File: src/rtl/risc1_mem_if.sv
// Read-only instruction/data memory handshake for risc1_seq_cpu.
// One outstanding request: the master holds mem_read/mem_address until it
// samples mem_ready high, then drops mem_read for at least one cycle.
interface risc1_mem_if #(
  parameter int ARCH_SIZE = 16
);
  logic [ARCH_SIZE-1:0] mem_address;
  logic                 mem_read;
  logic                 mem_ready;
  logic [ARCH_SIZE-1:0] mem_read_value;

  modport master (
    output mem_address,
    output mem_read,
    input  mem_ready,
    input  mem_read_value
  );

  modport slave (
    input  mem_address,
    input  mem_read,
    output mem_ready,
    output mem_read_value
  );
endinterface

File: src/rtl/risc1_seq_cpu.sv
// Multi-cycle sequencer CPU: fetches an instruction word (plus an optional
// immediate word) over risc1_mem_if, then executes it on a small register file.
//
// state   | meaning
// --------+----------------------------------------------------------
// F_ISSUE | drive read request for the instruction word at ip
// F_WAIT  | hold request until mem_ready; latch opcode/rd/rs
// I_ISSUE | drive read request for the immediate word at ip
// I_WAIT  | hold request until mem_ready; latch immediate
// EXEC    | perform the operation, one cycle
// HALTED  | absorbing stop state (HALT or illegal opcode) until reset
module risc1_seq_cpu #(
  parameter int ARCH_SIZE = 16,
  parameter int NUM_REGS  = 4,
  parameter int IP_STEP   = 2,
  parameter int RESET_IP  = 0,
  localparam int SEL_W    = $clog2(NUM_REGS)
) (
  input  logic                 clock,
  input  logic                 reset_n,
  risc1_mem_if.master          mem,
  output logic                 stop_clock,
  output logic                 error,
  output logic [ARCH_SIZE-1:0] ip,
  input  logic [SEL_W-1:0]     dbg_sel,
  output logic [ARCH_SIZE-1:0] dbg_value
);

  localparam logic [2:0] F_ISSUE = 3'd0;
  localparam logic [2:0] F_WAIT  = 3'd1;
  localparam logic [2:0] I_ISSUE = 3'd2;
  localparam logic [2:0] I_WAIT  = 3'd3;
  localparam logic [2:0] EXEC    = 3'd4;
  localparam logic [2:0] HALTED  = 3'd5;

  localparam logic [7:0] OP_NOOP = 8'd0;
  localparam logic [7:0] OP_HALT = 8'd1;
  localparam logic [7:0] OP_LDI  = 8'd2;
  localparam logic [7:0] OP_ADD  = 8'd3;
  localparam logic [7:0] OP_SUB  = 8'd4;
  localparam logic [7:0] OP_JMP  = 8'd5;
  localparam logic [7:0] OP_JZ   = 8'd6;

  localparam logic [ARCH_SIZE-1:0] STEP     = ARCH_SIZE'(IP_STEP);
  localparam logic [ARCH_SIZE-1:0] START_IP = ARCH_SIZE'(RESET_IP);

  logic [2:0]           state;
  logic [7:0]           opcode;
  logic [SEL_W-1:0]     rd_idx;
  logic [SEL_W-1:0]     rs_idx;
  logic [ARCH_SIZE-1:0] imm;
  logic [ARCH_SIZE-1:0] regs [NUM_REGS];

  logic                 wr_en;
  logic [ARCH_SIZE-1:0] wr_data;
  logic [ARCH_SIZE-1:0] rd_val;
  logic [ARCH_SIZE-1:0] rs_val;
  logic                 fetched_needs_imm;

  assign rd_val    = regs[rd_idx];
  assign rs_val    = regs[rs_idx];
  assign dbg_value = regs[dbg_sel];

  // Decode of the word arriving from memory: does it carry an immediate?
  always_comb begin
    fetched_needs_imm = 1'b0;
    case (mem.mem_read_value[7:0])
      OP_LDI, OP_JMP, OP_JZ: fetched_needs_imm = 1'b1;
      default:               fetched_needs_imm = 1'b0;
    endcase
  end

  // Register-file write port: only LDI/ADD/SUB in EXEC write rd.
  always_comb begin
    wr_en   = 1'b0;
    wr_data = '0;
    if (state == EXEC) begin
      case (opcode)
        OP_LDI: begin
          wr_en   = 1'b1;
          wr_data = imm;
        end
        OP_ADD: begin
          wr_en   = 1'b1;
          wr_data = rd_val + rs_val;
        end
        OP_SUB: begin
          wr_en   = 1'b1;
          wr_data = rd_val - rs_val;
        end
        default: begin
          wr_en   = 1'b0;
          wr_data = '0;
        end
      endcase
    end
  end

  // Register file: cleared on reset, written from the EXEC result.
  always_ff @(posedge clock) begin
    if (!reset_n) begin
      for (int i = 0; i < NUM_REGS; i++) regs[i] <= '0;
    end else if (wr_en) begin
      regs[rd_idx] <= wr_data;
    end
  end

  // Sequencer: fetch handshake, ip update, halt/trap.
  always_ff @(posedge clock) begin
    if (!reset_n) begin
      state           <= F_ISSUE;
      ip              <= START_IP;
      mem.mem_read    <= 1'b0;
      mem.mem_address <= '0;
      stop_clock      <= 1'b0;
      error           <= 1'b0;
      opcode          <= OP_NOOP;
      rd_idx          <= '0;
      rs_idx          <= '0;
      imm             <= '0;
    end else begin
      case (state)
        F_ISSUE: begin
          mem.mem_read    <= 1'b1;
          mem.mem_address <= ip;
          state           <= F_WAIT;
        end
        F_WAIT: begin
          if (mem.mem_ready) begin
            opcode       <= mem.mem_read_value[7:0];
            rd_idx       <= mem.mem_read_value[8 +: SEL_W];
            rs_idx       <= mem.mem_read_value[12 +: SEL_W];
            mem.mem_read <= 1'b0;
            ip           <= ip + STEP;
            state        <= fetched_needs_imm ? I_ISSUE : EXEC;
          end
        end
        I_ISSUE: begin
          mem.mem_read    <= 1'b1;
          mem.mem_address <= ip;
          state           <= I_WAIT;
        end
        I_WAIT: begin
          if (mem.mem_ready) begin
            imm          <= mem.mem_read_value;
            mem.mem_read <= 1'b0;
            ip           <= ip + STEP;
            state        <= EXEC;
          end
        end
        EXEC: begin
          state <= F_ISSUE;
          case (opcode)
            OP_NOOP, OP_LDI, OP_ADD, OP_SUB: ;
            OP_HALT: begin
              stop_clock <= 1'b1;
              state      <= HALTED;
            end
            OP_JMP: ip <= imm;
            OP_JZ: begin
              if (rd_val == '0) ip <= imm;
            end
            default: begin
              stop_clock <= 1'b1;
              error      <= 1'b1;
              state      <= HALTED;
            end
          endcase
        end
        HALTED: state <= HALTED;
        default: state <= F_ISSUE;
      endcase
    end
  end

endmodule

File: src/flat_wrapper.sv
// flat-port wrapper written by rule: the top's interface ports become plain ports
module risc1_seq_cpu_flat 
#(
  parameter int ARCH_SIZE = 16,
  parameter int NUM_REGS  = 4,
  parameter int IP_STEP   = 2,
  parameter int RESET_IP  = 0,
  localparam int SEL_W    = $clog2(NUM_REGS)
)
  (clock, reset_n, stop_clock, error, ip, dbg_sel, dbg_value, mem_mem_address, mem_mem_read, mem_mem_ready, mem_mem_read_value);
  risc1_mem_if #(.ARCH_SIZE(ARCH_SIZE)) mem_i ();
  input  logic clock;
  input  logic reset_n;
  output logic stop_clock;
  output logic error;
  output logic [ARCH_SIZE-1:0] ip;
  input  logic [SEL_W-1:0] dbg_sel;
  output logic [ARCH_SIZE-1:0] dbg_value;
  output wire logic [$bits(mem_i.mem_address)-1:0] mem_mem_address;
  output wire logic [$bits(mem_i.mem_read)-1:0] mem_mem_read;
  input wire logic [$bits(mem_i.mem_ready)-1:0] mem_mem_ready;
  input wire logic [$bits(mem_i.mem_read_value)-1:0] mem_mem_read_value;
  assign mem_mem_address = mem_i.mem_address;
  assign mem_mem_read = mem_i.mem_read;
  assign mem_i.mem_ready = mem_mem_ready;
  assign mem_i.mem_read_value = mem_mem_read_value;
  risc1_seq_cpu #(.ARCH_SIZE(ARCH_SIZE), .NUM_REGS(NUM_REGS), .IP_STEP(IP_STEP), .RESET_IP(RESET_IP)) u_core (.clock(clock), .reset_n(reset_n), .mem(mem_i), .stop_clock(stop_clock), .error(error), .ip(ip), .dbg_sel(dbg_sel), .dbg_value(dbg_value));
endmodule
File: config.mk
export PLATFORM = sky130hd
export DESIGN_NAME = risc1_seq_cpu_flat
export DESIGN_NICKNAME = d
export VERILOG_FILES = /design/src/rtl/risc1_mem_if.sv /design/src/rtl/risc1_seq_cpu.sv /design/src/flat_wrapper.sv
export SDC_FILE = /design/constraint.sdc
export NUM_CORES = 1
export LEC_CHECK = 0
export CAP_MARGIN = 40
export CORE_MARGIN = 2
export CORE_UTILIZATION = 50
export DETAILED_ROUTE_END_ITERATION = 6
export PLACE_DENSITY = 0.71
export SYNTH_ARGS = -nofsm -noshare
export SYNTH_HDL_FRONTEND = slang
export SYNTH_SLANG_ARGS = --single-unit
File: constraint.sdc
create_clock -name clock -period 4.8 [get_ports clock]
set_clock_uncertainty 0.2 [all_clocks]
set_input_delay 0.96 -clock clock [delete_from_list [all_inputs] [get_ports clock]]
set_output_delay 0.96 -clock clock [all_outputs]
set_load 0.02 [all_outputs]
==> results.yml <==
run_status:
  status: "finished clean"
clock_tree:
  ctsResizeCount: 0
  clock-sinks: 134
  htreeDepth: 4
  post_cts_buffers: 0
  cts_buffers: 17
  holdBufCountCts: 0
  root_buffer: "clkbuf_16"
  clkTransAtPathRegs_ns: 0.06
  clockBufferDepth: 2
  clk_latency_ns: 0.42
  cts_tree: "built"
synthesis:
  synthXorXnorAreaFrac: 0.03206
  synthMuxAreaShare: 0.1476
  yosysSeqAreaShare: 0.4367
  avgSynthCellArea_sq_um: 10.13
  synth_top_family_by_area: "simple AND/OR/NAND/NOR gates"
  synth_edf_count: 64
  synth-compound-area-share: 0.1366
  yosys_warnings: 0
  async_reset_ff_frac: 0
  synth_fa_ha_area_frac: 0.03058
  synthDistinctLibCells: 69
  synth_simple_gate_area_frac: 0.1812
  syn-num-nets: 790
  netlist_instances: 751
  netlist_area_sq_um: 7610
  ys.flop_type: "dfxtp_1"
  synth-seq-cells: 134
layout:
  n_antenna_cell: 0
  final_net_count: 860
  fillers: 1205
  final_cells: 1022
  syn2layout_area_growth_pct: 20.70
  drive_above_1_share: 0.1499
sta:
  fin_crit_sh: 0.9374
  hold_viol: 0
  post-route-min-period_ns: 4.499
  rsz0062_at_grt: "no"
  hold_slack_ns: 0.2613
  fmax_mhz: 222.3
  setup_tns_ns: 0
  finalSetupViolCount: 0
  tightest_slew_ns: 0.8167
  report.final.slew_viol_count: 0
  slew_headroom: 0.4555
power_and_ir_drop:
  p_per_area_nw_per_um2: 342.5
  swShare: 0.2698
  pwr-share-comb: 0.186
  leakagePower_nw: 3.129
  intPower_mw: 2.297
  power_frac_seq: 0.401
  pwr-share-clk: 0.413
  power.total_mw: 3.146
  vdd_drop_max_uv: 262.0
  p_sw_uw: 848.8
routing:
  wl_um: 20380
  wl_per_cell_um: 19.95
  ant_nets: 0
  drtIter0Drc: 518
  num_vias: 6215
  drcViolationCount: 0
  vias_per_cell: 6.081
  first_pass_iters: 5
grt:
  grt_max_degree: 76
  overflow: 0
  grt_pass1_wl_um: 32950
  grt_pass1_vias: 6235
  antenna_found_initial: 0
  track_usage: 0.2622
setup_path:
  slowest_stage: "or4b_2"
  slowest_delay_ns: 0.62
  crit_cells: 16
  critPathKind: "reg2reg"
  crit_fanout: 8
  reg2reg_depth: 16
  endpoint_kind: "register"
  cp_data_required_time_ns: 4.74
  cpLargestDelayFamily: "simple AND/OR/NAND/NOR gates"
  cp-start-kind: "register"
  cp_cell_sequence: "buf_4 > buf_4 > mux4_2 > nor4_4 > nor3b_2 > and2_1 > nor2_1 > xnor2_1 > ha_1 > a21oi_1 > or4b_2 > o22ai_2 > o21ai_0 > xnor2_1 > a22oi_2 > nor2_1"
  cp.buffers_inverters: 2
  arrival_ns: 4.44
placement:
  port_buffers: 71
  globalplace.congestion: 0.9636
  post-dp-hpwl_um: 14400
  dp.cells: 990
min_path:
  whs_path_depth: 2
  worstHoldPathType: "reg2reg"
floorplanning:
  die_area_sq_um: 16220
  ios: 72
  start_util: 0.5062
  dieWidth_um: 127.4
  core_area_sq_um: 15030
  rows: 45
  fp.dieH_um: 127.4
job:
  drv_cap: 0
==> layer usage <==
metal | track usage | vias to the layer above | share of wire | routed length, um
li1 | - | 2885 | - | -
met1 | 0.3400 | 3053 | 0.42 | 8632
met2 | 0.4354 | 238 | 0.49 | 10030
met3 | 0.06030 | 39 | 0.063 | 1277
met4 | 0.09114 | 0 | 0.022 | 444
met5 | 0 | - | 0 | 0
==> kinds of logic after synthesis <==
group	Yosys count
muxes	52
buffers and inverters	62
adders and majority gates	18
and+or+nand+nor	309
DFF	134
xor gates and xnor gates	27
AOI/OAI and AO/OA	149
==> flip-flops by register name, indices dropped and copies added (netlist names), named ones only <==
name / cells
u_core.state: 3
u_core.regs: 64
u_core.opcode: 8
u_core.ip: 16
u_core.mem.mem_read: 1
u_core.error: 1
u_core.stop_clock: 1
u_core.imm: 16
u_core.rs_idx: 2
u_core.rd_idx: 2
u_core.mem.mem_address: 16
==> cell usage after synthesis (2+ instances only) <==
cell type / n / share of area
mux2i_1: 2 / 0.0026
nor4_2: 2 / 0.0033
edfxtp_1: 64 / 0.25
nand3b_1: 2 / 0.0020
a21oi_1: 26 / 0.017
a311oi_1: 3 / 0.0035
a31oi_1: 2 / 0.0016
clkbuf_1: 37 / 0.018
nand3_1: 22 / 0.014
nor3_1: 16 / 0.011
o22ai_1: 4 / 0.0033
nand2_1: 125 / 0.062
a22oi_1: 14 / 0.014
a2111o_1: 2 / 0.0030
mux4_2: 48 / 0.14
dfxtp_1: 70 / 0.18
and2_1: 5 / 0.0041
inv_1: 14 / 0.0069
mux2_2: 2 / 0.0030
and3_1: 8 / 0.0066
o21ai_0: 11 / 0.0072
o21a_1: 6 / 0.0059
xnor2_1: 26 / 0.030
or3_1: 2 / 0.0016
buf_1: 4 / 0.0020
nand4_1: 3 / 0.0025
nor4_1: 4 / 0.0033
nand2b_1: 3 / 0.0025
nor3b_1: 5 / 0.0049
nor2b_1: 3 / 0.0025
o21ai_1: 15 / 0.0099
ha_1: 17 / 0.028
a21boi_0: 45 / 0.044
buf_6: 4 / 0.0059
nor2_1: 100 / 0.049
a21o_1: 2 / 0.0020
==> worst paths after layout <==
kind	slack (ns)	from	end
setup / recovery	0.30	register	u_core.regs[0][15]
hold / removal	0.26	u_core.opcode[3]	u_core.opcode[3]
setup reg to reg	0.30	register	u_core.regs[0][15]
hold reg to reg	0.26	u_core.opcode[3]	u_core.opcode[3]
==> power groups by stage <==
| stage | Sequential (mW) | Clock (mW) | Combinational (mW) |
|---|---|---|---|
| after floorplan | 1.27 | 0 | 0.416 |
| after global placement | 1.28 | 0 | 0.548 |
| after detailed placement | 1.29 | 0 | 0.572 |
| after CTS | 1.26 | 1.32 | 0.576 |
| after global routing | 1.27 | 1.37 | 0.631 |
| final | 1.26 | 1.30 | 0.585 |
==> cell usage in the layout (no fill, tap or decap), types with 4 or more instances in the layout <==
master	n
o21ai_1	15
a21oi_1	26
clkbuf_16	20
and2_1	5
o21ai_0	11
a21boi_0	45
dfxtp_1	69
and3_1	8
o21a_1	6
nand3_1	22
nor4_1	4
buf_4	21
nor3b_1	5
nand2_1	125
nor2_1	100
ha_1	17
a22oi_1	13
clkdlybuf4s50_1	70
xnor2_1	26
inv_1	14
edfxtp_1	64
mux4_2	48
nor3_1	16
==> area by class of cell <==
| cell class | count | area (sq um) | share of cell area |
|---|---|---|---|
| flip-flops and latches | 134 | 3324 | 0.3619 |
| clock inverters | 10 | 88.84 | 0.009672 |
| repair buffers | 98 | 942.2 | 0.1026 |
| clock buffers | 22 | 508.0 | 0.05531 |
| well taps | 188 | 235.2 | 0.02561 |
| multi-input cells | 555 | 4030 | 0.4388 |
| inverters | 15 | 56.30 | 0.006130 |
==> tightest hold or removal path, cell delays in order (launching register included) <==
cell and delay, ns:
dfxtp_1 0.30, nand2_1 0.04, a21boi_0 0.06
==> per-stage QoR <==
stage | worst slack (ns) | area, sq um | utilization
6_report | 0.3007 | 9185 | 0.6110
5_1_grt | 0.05100 | 9185 | 0.6110
4_1_cts | 0.2310 | 9173 | 0.6102
3_5_place_dp | 0.2533 | 8576 | 0.5705
3_3_place_gp | 0.3639 | 8489 | 0.5647
2_1_floorplan | 0.5577 | 7610 | -
(Power assumes the default switching activity.)
